**config.mk**
```make
export PLATFORM = sky130hd
export DESIGN_NAME = mmio_stream_port
export DESIGN_NICKNAME = d
export VERILOG_FILES = /design/src/rtl/mmio_stream_pkg.sv /design/src/rtl/mmio_stream_port_fifo.sv /design/src/rtl/mmio_stream_port.sv
export SDC_FILE = /design/constraint.sdc
export NUM_CORES = 1
export LEC_CHECK = 0
export CORE_ASPECT_RATIO = 0.6
export CORE_MARGIN = 2
export CORE_UTILIZATION = 60
export DETAILED_ROUTE_END_ITERATION = 10
export PLACE_DENSITY = 0.8
export SETUP_SLACK_MARGIN = 0.02
export SYNTH_ARGS = -nofsm -noshare
export SYNTH_HDL_FRONTEND = slang
export SYNTH_HIERARCHICAL = 1
export SYNTH_SLANG_ARGS = --single-unit
```
**constraint.sdc**
```tcl
create_clock -name CLK -period 5.1 [get_ports CLK]
set_input_delay 1.02 -clock CLK [delete_from_list [all_inputs] [get_ports CLK]]
set_output_delay 1.02 -clock CLK [all_outputs]
set_load 0.005 [all_outputs]
```
**src/rtl/mmio_stream_pkg.sv**
```systemverilog
// Shared constants for the MMIO stream port: register offsets, STATUS/CTRL bit
// positions and the STATUS word packer.
package mmio_stream_pkg;

    localparam logic [3:0] OFS_TXDATA = 4'h0;
    localparam logic [3:0] OFS_RXDATA = 4'h4;
    localparam logic [3:0] OFS_STATUS = 4'h8;
    localparam logic [3:0] OFS_CTRL   = 4'hC;

    // Word index of each register, as seen on ADDR[3:2].
    typedef enum logic [1:0] {
        REG_TXDATA = OFS_TXDATA[3:2],
        REG_RXDATA = OFS_RXDATA[3:2],
        REG_STATUS = OFS_STATUS[3:2],
        REG_CTRL   = OFS_CTRL[3:2]
    } reg_sel_e;

    localparam int ST_TX_FULL     = 0;
    localparam int ST_TX_EMPTY    = 1;
    localparam int ST_RX_FULL     = 2;
    localparam int ST_RX_EMPTY    = 3;
    localparam int ST_TX_OVERFLOW = 4;
    localparam int ST_RX_UNDERFLW = 5;
    localparam int ST_TX_CNT_LSB  = 8;
    localparam int ST_RX_CNT_LSB  = 16;

    localparam int CTRL_FLUSH_TX  = 0;
    localparam int CTRL_FLUSH_RX  = 1;
    localparam int CTRL_CLR_FLAGS = 2;

    function automatic logic [31:0] pack_status(
        input logic       tx_full,
        input logic       tx_empty,
        input logic       rx_full,
        input logic       rx_empty,
        input logic       tx_overflow,
        input logic       rx_underflow,
        input logic [7:0] tx_cnt,
        input logic [7:0] rx_cnt
    );
        logic [31:0] s;
        s                         = '0;
        s[ST_TX_FULL]             = tx_full;
        s[ST_TX_EMPTY]            = tx_empty;
        s[ST_RX_FULL]             = rx_full;
        s[ST_RX_EMPTY]            = rx_empty;
        s[ST_TX_OVERFLOW]         = tx_overflow;
        s[ST_RX_UNDERFLW]         = rx_underflow;
        s[ST_TX_CNT_LSB +: 8]     = tx_cnt;
        s[ST_RX_CNT_LSB +: 8]     = rx_cnt;
        return s;
    endfunction

endpackage

```
**src/rtl/mmio_stream_port_fifo.sv**
```systemverilog
// Synchronous FIFO with flush; also exposes the state it will have after this
// cycle's pop/push/flush so the bus read path can sample post-commit values.
module sync_fifo #(
    parameter int WIDTH = 32,
    parameter int DEPTH = 8
) (
    input  logic                       clk,
    input  logic                       rst,
    input  logic                       push,
    input  logic                       pop,
    input  logic                       flush,
    input  logic [WIDTH-1:0]           wdata,
    output logic [WIDTH-1:0]           head,
    output logic [WIDTH-1:0]           next_head,
    output logic [$clog2(DEPTH):0]     count,
    output logic [$clog2(DEPTH):0]     next_count,
    output logic                       full,
    output logic                       empty
);
    localparam int AW = $clog2(DEPTH);
    localparam logic [AW:0] DEPTH_C = (AW+1)'(DEPTH);

    logic [WIDTH-1:0] mem [DEPTH];
    logic [AW-1:0]    wr_ptr;
    logic [AW-1:0]    rd_ptr;
    logic [AW-1:0]    rd_ptr_inc;
    logic             push_acc;
    logic             pop_acc;

    assign full       = (count == DEPTH_C);
    assign empty      = (count == '0);
    assign rd_ptr_inc = rd_ptr + AW'(1);

    // Flush wins over everything; a push into a full FIFO needs a same-cycle pop.
    assign pop_acc  = pop & ~empty & ~flush;
    assign push_acc = push & (~full | pop_acc) & ~flush;

    always_comb begin
        // NOTE: every always_comb output gets a default first so no latch is inferred.
        next_count = count + (AW+1)'(push_acc) - (AW+1)'(pop_acc);
        if (flush) begin
            next_count = '0;
        end
    end

    always_ff @(posedge clk or posedge rst) begin
        if (rst) begin
            wr_ptr <= '0;
            rd_ptr <= '0;
            count  <= '0;
        end else begin
            // NOTE: sequential state uses non-blocking assignments only.
            count <= next_count;
            if (flush) begin
                wr_ptr <= '0;
                rd_ptr <= '0;
            end else begin
                if (push_acc) wr_ptr <= wr_ptr + AW'(1);
                if (pop_acc)  rd_ptr <= rd_ptr_inc;
            end
        end
    end

    // NOTE: storage has no reset; the count/empty gating makes stale words invisible.
    always_ff @(posedge clk) begin
        if (push_acc) begin
            mem[wr_ptr] <= wdata;
        end
    end

    assign head = empty ? '0 : mem[rd_ptr];

    // Post-pop head of already-stored data; a same-cycle push is not folded in.
    always_comb begin
        next_head = head;
        if (flush) begin
            next_head = '0;
        end else if (pop_acc) begin
            next_head = (count > (AW+1)'(1)) ? mem[rd_ptr_inc] : '0;
        end
    end

endmodule

```
**src/rtl/mmio_stream_port.sv**
```systemverilog
// MMIO slave bridging CPU loads/stores to a TX and an RX stream FIFO.
// Address is sampled one cycle before the CS/WR_RD commit cycle.
module mmio_stream_port
    import mmio_stream_pkg::*;
#(
    parameter logic [31:0] BASE_ADDR = 32'h0000_0400,
    parameter int          DEPTH     = 8,
    parameter int          AW        = $clog2(DEPTH)
) (
    input  logic        CLK,
    input  logic        RST,
    input  logic [31:0] ADDR,
    input  logic [31:0] Data_BUS_WRITE,
    input  logic        CS,
    input  logic        WR_RD,
    output logic [31:0] Data_BUS_READ,
    output logic [31:0] tx_data,
    output logic        tx_valid,
    input  logic        tx_ready,
    input  logic [31:0] rx_data,
    input  logic        rx_valid,
    output logic        rx_ready
);
    localparam logic [AW:0] DEPTH_C = (AW+1)'(DEPTH);

    reg_sel_e    a_q;
    logic [31:0] wd_q;
    logic        hit_q;
    logic        pop_ok_q;
    logic        tx_overflow;
    logic        rx_underflow;

    logic        commit;
    logic        tx_push;
    logic        ctrl_wr;
    logic        tx_flush;
    logic        rx_flush;
    logic        flag_clr;
    logic        rx_load;
    logic        rx_pop;
    logic        ovf_set;
    logic        udf_set;
    logic        tx_overflow_next;
    logic        rx_underflow_next;

    logic [AW:0]  tx_count, tx_next_count, rx_count, rx_next_count, rx_avail;
    logic         tx_full, tx_empty, rx_full, rx_empty;
    logic [31:0]  rx_head, rx_next_head, tx_unused_head;

    reg_sel_e    sel;
    logic        match;
    logic [31:0] status;
    logic [31:0] rd_next;
    logic        pop_ok_next;
    logic        unused_addr_bits;

    assign unused_addr_bits = ^ADDR[1:0];

    assign tx_valid = ~tx_empty;
    assign rx_ready = ~rx_full;

    // Commit-cycle decode of the access sampled on the previous cycle.
    always_comb begin
        commit   = CS & hit_q;
        tx_push  = commit & WR_RD & (a_q == REG_TXDATA);
        ctrl_wr  = commit & WR_RD & (a_q == REG_CTRL);
        tx_flush = ctrl_wr & wd_q[CTRL_FLUSH_TX];
        rx_flush = ctrl_wr & wd_q[CTRL_FLUSH_RX];
        flag_clr = ctrl_wr & wd_q[CTRL_CLR_FLAGS];
        rx_load  = commit & ~WR_RD & (a_q == REG_RXDATA);
        rx_pop   = rx_load & pop_ok_q;
        udf_set  = rx_load & ~pop_ok_q;
        ovf_set  = tx_push & tx_full & ~(tx_valid & tx_ready) & ~tx_flush;

        tx_overflow_next  = (tx_overflow & ~flag_clr) | ovf_set;
        rx_underflow_next = (rx_underflow & ~flag_clr) | udf_set;
    end

    sync_fifo #(.WIDTH(32), .DEPTH(DEPTH)) u_tx_fifo (
        .clk        (CLK),
        .rst        (RST),
        .push       (tx_push),
        .pop        (tx_ready),
        .flush      (tx_flush),
        .wdata      (wd_q),
        .head       (tx_data),
        .next_head  (tx_unused_head),
        .count      (tx_count),
        .next_count (tx_next_count),
        .full       (tx_full),
        .empty      (tx_empty)
    );

    sync_fifo #(.WIDTH(32), .DEPTH(DEPTH)) u_rx_fifo (
        .clk        (CLK),
        .rst        (RST),
        .push       (rx_valid & rx_ready),
        .pop        (rx_pop),
        .flush      (rx_flush),
        .wdata      (rx_data),
        .head       (rx_head),
        .next_head  (rx_next_head),
        .count      (rx_count),
        .next_count (rx_next_count),
        .full       (rx_full),
        .empty      (rx_empty)
    );

    // Read sample: post-commit view. RX words arriving this same cycle are
    // deliberately excluded from what a load may pop.
    always_comb begin
        sel      = reg_sel_e'(ADDR[3:2]);
        match    = (ADDR[31:4] == BASE_ADDR[31:4]);
        rx_avail = rx_flush ? '0 : (rx_count - (AW+1)'(rx_pop));
        status   = pack_status(tx_next_count == DEPTH_C,
                               tx_next_count == '0,
                               rx_next_count == DEPTH_C,
                               rx_next_count == '0,
                               tx_overflow_next,
                               rx_underflow_next,
                               8'(tx_next_count),
                               8'(rx_next_count));
        rd_next     = '0;
        pop_ok_next = 1'b0;
        if (match) begin
            case (sel)
                REG_RXDATA: begin
                    pop_ok_next = (rx_avail != '0);
                    rd_next     = pop_ok_next ? rx_next_head : '0;
                end
                REG_STATUS: rd_next = status;
                default:    rd_next = '0;
            endcase
        end
    end

    always_ff @(posedge CLK or posedge RST) begin
        if (RST) begin
            a_q           <= REG_TXDATA;
            wd_q          <= '0;
            hit_q         <= 1'b0;
            pop_ok_q      <= 1'b0;
            Data_BUS_READ <= '0;
            tx_overflow   <= 1'b0;
            rx_underflow  <= 1'b0;
        end else begin
            a_q           <= sel;
            wd_q          <= Data_BUS_WRITE;
            hit_q         <= match;
            pop_ok_q      <= pop_ok_next;
            Data_BUS_READ <= rd_next;
            tx_overflow   <= tx_overflow_next;
            rx_underflow  <= rx_underflow_next;
        end
    end

endmodule

```
==> metrics.md <==
| Metric | Value |
|---|---|
| Layout cells sized above 1 | 0.144 |
| Hold path depth | 2 |
| R2R Path End | Data_BUS_READ[0] |
| Avg Inst Size Synth | 15.1 um^2 |
| Final Skew | 0.0188 ns |
| GR Util met1 | 0.391 |
| Worst-Margin Slew | 1.26 ns |
| IO Pins | 168 |
| Clock latency on the worst-skew pair | 0.58 ns |
| Yosys warns | 6 |
| Area Overhead vs Synth | 16.8% |
| Startpoint types | flip-flop |
| Total global-route track usage | 0.269 |
| Largest net degree at the start of global routing | 129 |
| CP Data Required Time | 4.08 ns |
| Fillers | 2748 |
| CP cell instances | inv_1 -> ha_1 -> or3b_4 -> inv_2 -> a21oi_1 -> nand4_1 -> inv_1 -> clkdlybuf4s50_1 |
| Initial core utilization | 0.606 |
| Final worst-path cycle share | 0.816 |
| Gate power share | 0.236 |
| Critical path's slowest cell | inv_2 |
| Status | finished clean |
| Clk slew on worst S/H paths | 0.07 ns |
| Flop-to-flop setup slack | 1.39 ns |
| DRT Pass-1 Iters | 5 |
| Final Max Tran Viols | 0 |
| CTS tree | done |
| Critical path class | flip-flop to output port |
| Vias in the first global route | 15724 |
| Static leakage | 0.0119 uW |
| WP buf/inv | 4 |
| Port Buffers | 165 |
| Die Width | 274 um |
| Syn_nets | 1858 |
| CP arrival | 3.14 ns |
| Met2 usage | 0.426 |
| H-tree levels | 2 |
| Worst Setup End Kind | output port |
| Initial antenna violation count | 4 |
| Total power | 13700 uW |
| GP Congestion | 0.815 |
| Crit-path leading delay family | buffers and inverters |
| Core box area | 43300 um^2 |
| Die Ht | 166 um |
| Vias per cell | 6.13 |
| Cts repair resizes | 0 |
| CTS buffer count | 54 |
| Hold Crit Class | flip-flop to flip-flop |
| DR vias | 15484 |
| DRC Markers | 0 |
| Worst r2r src | u_tx_fifo/count[2] |
| Hold_buf cts | 0 |
| Final Hold Viols | 0 |
| Most common cell on crit path | inv_1 |
| DRT Wirelength | 60100 um |
| Fmax achieved | 240 MHz |
| Setup violations, final | 0 |
| Busiest layer in global routing | met2 |
| Clk sinks | 602 |
| Synth Cell Area | 26200 um^2 |
| Worst Hold Launch | rx_underflow |
| Max VDD drop | 0.253 mV |
| MaxCap Viol Count | 0 |
| Clk buf depth | 3 |
| Cells after Synth | 1733 |
| CP Max Fanout | 35 |
| DR WL/cell | 23.8 um |
| R2R depth | 13 |
| Reg power frac | 0.444 |
| DRT antenna net count | 0 |
| Internal power | 9820 uW |
| Crit path time final | 4.16 ns |
| RSZ-0062 raised after global routing | false |
| Nets | 2022 |
| Crit. path cell count | 8 |
| Hold endpoint | rx_underflow |
| First-pass GRT wire length | 92600 um |
| HPWL Detailed | 36500 um |
| CP max stage delay | 0.67 ns |
| PD cells | 446 nW/um^2 |
| Die ar. | 45500 um^2 |
| Sw Pwr | 3840 uW |
| Slew HR | 0.155 |
| Remaining global-route overflow | 0 |
| Post-CTS setup buffer count | 0 |
| Iteration-0 DRC Markers | 1502 |
| Sw frac | 0.281 |
| Clock Power Share | 0.320 |
| Setup TNS | 0 ns |
| Placement row count | 59 |
| GR Layer Usage met3 | 0.0481 |
| CTS Root Buffer Type | clkbuf_16 |
## layer usage
metal / wire length [um] / vias up
met2: 28800 / 669
met3: 4890 / 100
met5: 0 / -
met1: 25300 / 7855
met4: 1200 / 0
li1: - / 6860
## stage by stage
step	hold slack, ns	setup slack (ns)	utilization	std cells	cell area [um^2]
6_report	0.565	0.937	0.708	2524	30600
5_1_grt	0.586	0.758	0.708	2522	30600
4_1_cts	0.557	0.911	0.708	2520	30600
3_5_place_dp	0.544	0.433	0.663	2420	28700
3_3_place_gp	0.527	0.574	0.663	2420	28700
2_1_floorplan	0.477	0.424	-	1733	26200
## sequential cells by signal, indices dropped and copies added (netlist names)
signal	count
a_q	2
Data_BUS_READ	32
u_rx_fifo/wr_ptr	3
pop_ok_q	1
rx_underflow	1
wd_q	32
u_tx_fifo/wr_ptr	3
u_rx_fifo/rd_ptr	3
u_tx_fifo/mem	256
u_rx_fifo/mem	256
tx_overflow	1
u_rx_fifo/count	4
u_tx_fifo/count	4
u_tx_fifo/rd_ptr	3
hit_q	1
## worst min-delay path, delay by kind of cell, from the launching register on
| kind | cells | cell delay, ns |
|---|---|---|
| DFF | 1 | 0.35 |
| AOI/OAI and AO/OA | 1 | 0.11 |
| and+or+nand+nor | 1 | 0.06 |
## cell usage in the layout (no fill, tap or decap), types with 14 or more instances in the layout
cell type,instances
nand2_1,235
a21oi_1,70
buf_4,39
mux4_2,64
edfxtp_1,512
mux2i_1,258
inv_1,98
o221ai_2,29
nand4_1,72
nor2_4,14
clkinv_2,14
clkbuf_16,54
clkdlybuf4s50_1,165
dfrtp_1,88
nor2_1,19
nand4b_1,15
and2_1,18
ha_1,20
## how the worst max path moves through the flow
stage / startpoint / end / slack [ns]
floorplan: CS / u_tx_fifo/mem[1][0] / 0.42
global placement: CS / Data_BUS_READ[2] / 0.57
detailed placement: CS / Data_BUS_READ[3] / 0.43
CTS: u_tx_fifo/count[2] / tx_data[10] / 0.91
global route: CS / Data_BUS_READ[3] / 0.76
finish: u_tx_fifo/count[2] / tx_data[25] / 0.94
## area by class of cell
class,count,area (um^2),area share
inverter,101,380,0.0124
multi-input combinational,924,7810,0.255
antenna,4,10.0,0.000327
tap,579,724,0.0237
sequential,602,17600,0.576
clock buffer,62,1420,0.0464
timing repair buffer,214,2140,0.0700
clock inverter,38,503,0.0164
## power groups by stage
| stage | Sequential (uW) | Combinational (uW) | Clock, uW |
|---|---|---|---|
| after floorplan | 6000 | 2040 | 0 |
| after global placement | 6140 | 3120 | 0 |
| after detailed placement | 6170 | 3190 | 0 |
| after CTS | 6070 | 3230 | 4430 |
| after global routing | 6120 | 3490 | 4640 |
| final | 6070 | 3220 | 4370 |
Power figures use the tool's default switching activity.
==> RTL change 1: new RTL, same flow settings <==
Take the reset off `Data_BUS_READ` and load it in a clocked block of its own.
--- a/src/rtl/mmio_stream_port.sv
+++ b/src/rtl/mmio_stream_port.sv
@@ -142,3 +142,2 @@
             pop_ok_q      <= 1'b0;
-            Data_BUS_READ <= '0;
             tx_overflow   <= 1'b0;
@@ -150,3 +149,2 @@
             pop_ok_q      <= pop_ok_next;
-            Data_BUS_READ <= rd_next;
             tx_overflow   <= tx_overflow_next;
@@ -156,2 +154,6 @@
 
+    always_ff @(posedge CLK) begin
+        Data_BUS_READ <= rd_next;
+    end
+
 endmodule
Function: changed (a bounded check fails within 4 cycles, from zero or initial values and one cycle with RST high).
==> RTL change 1 against the original RTL <==
  * Design area decreased by 1.9%
  * Setup slack got worse by 0.15 ns
  * Sequential cell count unchanged
  * Area after synthesis decreased by 0.81%
  * Clock skew about the same
  * Largest power group unchanged
  * Maximum frequency decreased by 3.4%
  * Largest cell class unchanged
  * Global-route usage decreased by 0.78 points
  * Cell count decreased by 0.79%
  * Total power decreased by 2.7%
  * Routed wire length decreased by 2.9%
  * Critical path depth increased by 6
==> RTL change 1: results (changes against the original RTL) <==
initial antenna violation count=2 (-2); drt via density=6.014 (-2.0%); met3 Use GR=3.803% (-1.0 points); Num CTS Buffers=53 (-1.9%); crit-path max FO=5 (-86%); gpl congestion=0.8126 (-0.33%); Max rail drop VDD=317.3 µV (+25%); Non-Clock Buffer Count=207 (-3.3%); slowest stage delay, CP=0.64 ns (-0.03 ns); PortBufs=165 (unchanged); CP arrival=4.81 ns (+1.67 ns); largest net degree at the start of global routing=75 (-42%); met2 GRT Util=42.25% (-0.35 points); CP delay by family, top=simple AND/OR/NAND/NOR gates; clock buffers=70 (+13%); inverter count=90 (-11%); routed metal-1 wirelength=24830 µm (-1.7%); share of post-route cells with drive strength above 1=15.18% (+0.76 points); internal power=9511 µW (-3.2%); Cells on Worst Hold Path=1 (-1); Clock-cell share=5.898% (-0.38 points); critical path's slowest cell=or4b_2; DR iter-0 viols=1492 (-0.67%); Worst Skew=0.01873 ns (-0.00008320 ns); # diodes=2 (-2); M1 GR Usage=38.08% (-1.0 points); Layout non-clock buf frac=6.626% (-0.37 points); clock group share of total power=30.7% (-1.3 points); leakage power=0.01148 µW (-3.2%); Logic pwr share=23.9% (+0.3 points); gr usage total=26.10% (-0.78 points); Seq area share=58.13% (+0.56 points); met3 WL post-DR=4519 µm (-7.5%); comb_multi_in=925 (+0.11%); per-cell routed wire length=23.32 µm (-2.1%); final net count=2004 (-0.89%); Top Layer Used=met4; DR WL met2=28000 µm (-2.8%); outcome=complete, no violations; Tightest Pin Transition=1.133 ns (-0.1284 ns); multi-input logic area=7755 µm² (-0.75%); DP HPWL=34110 µm (-6.5%); Synth Net Count=1847 (-0.59%); vias in the first global route=14930 (-5.1%); fillers=2770 (+0.80%); first-pass GRT wire length=88260 µm (-4.7%)
==> RTL change 1: metrics by stage <==
stage	setup WS [ns]	power (µW)	cell area [µm²]	std cells
6_report	0.7916	13300	30060	2504
3_5_place_dp	0.2931	9295	28280	2403
3_3_place_gp	0.3777	9189	28280	2403
2_1_floorplan	0.2341	8015	26010	1722
5_1_grt	0.6341	13850	30060	2504
4_1_cts	0.8625	13360	30060	2502
==> RTL change 1: worst paths after layout <==
kind	start	endpoint	slack (ns)
setup / recovery	WR_RD	Data_BUS_READ[0]	0.79
hold / removal	pop_ok_q	rx_underflow	0.48
setup reg to reg	hit_q	Data_BUS_READ[0]	1.43
hold reg to reg	pop_ok_q	rx_underflow	0.48
max in group asynchronous	RST	wd_q[13]	3.41
min in group asynchronous	RST	wd_q[3]	0.86
==> RTL change 2: new RTL, config.mk and constraints unchanged <==
Without the edit above. Change the package constant `ST_TX_CNT_LSB` from 8 to 4.
--- a/src/rtl/mmio_stream_pkg.sv
+++ b/src/rtl/mmio_stream_pkg.sv
@@ -23,3 +23,3 @@
     localparam int ST_RX_UNDERFLW = 5;
-    localparam int ST_TX_CNT_LSB  = 8;
+    localparam int ST_TX_CNT_LSB  = 4;
     localparam int ST_RX_CNT_LSB  = 16;
Check against the original RTL: not equivalent (Yosys sat finds a counterexample within 4 cycles, from zero or initial values and one cycle with RST high).
==> RTL change 2 against the original RTL <==
  * Clock skew is 0.0057 ns higher
  * Total power is 4.7% lower
  * First-iteration DRC count is 12% higher
  * Sequential power hardly changed
  * Register-to-register slack better by 0.11 ns
  * Largest power group unchanged
  * Hold slack better by 0.020 ns
  * Setup slack better by 0.049 ns
  * Sequential cell count is 2 lower
  * Area after synthesis is 0.67% lower
  * Routed wire length is 2.2% lower
  * Non-clock buffer count is 6 lower
  * Design area is 1.9% lower
==> RTL change 2: results (changes against the original RTL) <==
Tightest Pin Transition=1.128 ns (-0.1333 ns); Worst-Skew Late Latency=0.59 ns; Peak Freq=243.1 MHz (+1.2%); Post-CTS Setup Inserts=0 (unchanged); Max clock buf depth=3 (unchanged); share of post-route cells with drive strength above 1=13.42% (-1.0 points); drt via density=6.024 (-1.8%); CTS clk-pin slew, worst paths=0.06 ns; gpl congestion=0.8172 (+0.23%); final net count=1990 (-1.6%); PortBufs=165 (unchanged); Synth Net Count=1833 (-1.3%); critical path's slowest cell=clkdlybuf4s50_1; Setup TNS=0 ns (unchanged); Max rail drop VDD=353.3 µV (+39%); DP Worst Slack=0.5225 ns (+0.08969 ns); reg2reg setup slack=1.50 ns (+0.11 ns); Top Registers=u_rx_fifo/mem: 256 flops, u_tx_fifo/mem: 256 flops; per-cell routed wire length=23.61 µm (-0.90%); Root Driver=clkbuf_16; Num CTS Buffers=52 (-3.7%); CP delay by family, top=buffers and inverters; leakage power=0.01171 µW (-1.3%); Hold Crit Class=flop to flop; fillers=2764 (+0.58%); number of gates resized after cts=0 (unchanged); DR iter-0 viols=1682 (+12%); DP HPWL=34910 µm (-4.3%); slowest stage delay, CP=0.54 ns (-0.13 ns); outcome=complete, no violations; Ys Warns=6 (unchanged); initial antenna violation count=2 (-2); crit-path max FO=22 (-37%); H-tree depth=2 (unchanged); CP arrival=3.09 ns (-0.05 ns); Worst Skew=0.02454 ns (+0.005725 ns); vias in the first global route=15060 (-4.2%); largest net degree at the start of global routing=145 (+12%); first-pass GRT wire length=88620 µm (-4.3%); gr usage total=26.31% (-0.57 points); first-pass iteration count of the detailed router=5 (unchanged)
[RTL change 2: stage by stage]
stage	instance area (µm²)	hold slack, ns	cells
CTS	30050	0.5839	2487
finish	30050	0.5853	2490
floorplan	26060	0.5195	1708
global placement	28380	0.5506	2390
global route	30050	0.6176	2488
detailed placement	28380	0.5700	2390
[RTL change 2: path summary, 6_finish.rpt]
path                       depth (start not counted)                from              endpoint
hold / removal                                     0            wd_q[15]  u_tx_fifo/mem[3][15]
hold reg to reg                                    0            wd_q[15]  u_tx_fifo/mem[3][15]
setup / recovery                                   9  u_tx_fifo/count[2]           tx_data[25]
min in group asynchronous                          2                 RST   u_tx_fifo/rd_ptr[2]
setup reg to reg                                  15  u_rx_fifo/count[2]      Data_BUS_READ[3]
max in group asynchronous                          3                 RST     Data_BUS_READ[31]
[RTL change 2: cell type report]
cell class                 instances  area share, %
antenna                            3        0.02498
timing repair buffer             208          6.778
multi-input combinational        913          25.61
clock buffer                      81          5.100
sequential                       600          58.51
inverter                          90          1.128
clock inverter                    16         0.4413
tap                              579          2.410
[RTL change 2: layer usage]
layer | wire length (µm) | up-vias | part of all wire (%) | global-route usage [%]
li1 | - | 6744 | - | -
met1 | 25050 | 7498 | 43 | 38.87
met2 | 27150 | 651 | 46 | 40.66
met3 | 4962 | 107 | 8.4 | 4.294
met4 | 1638 | 0 | 2.8 | 8.395
met5 | 0 | - | 0 | 0
[RTL change 2: where the power goes]
part	internal, µW	switching, µW	total (µW)
Sequential	5740	330	6070
Combinational	1430	1680	3100
Clock	2160	1690	3850
Total	9330	3700	13000
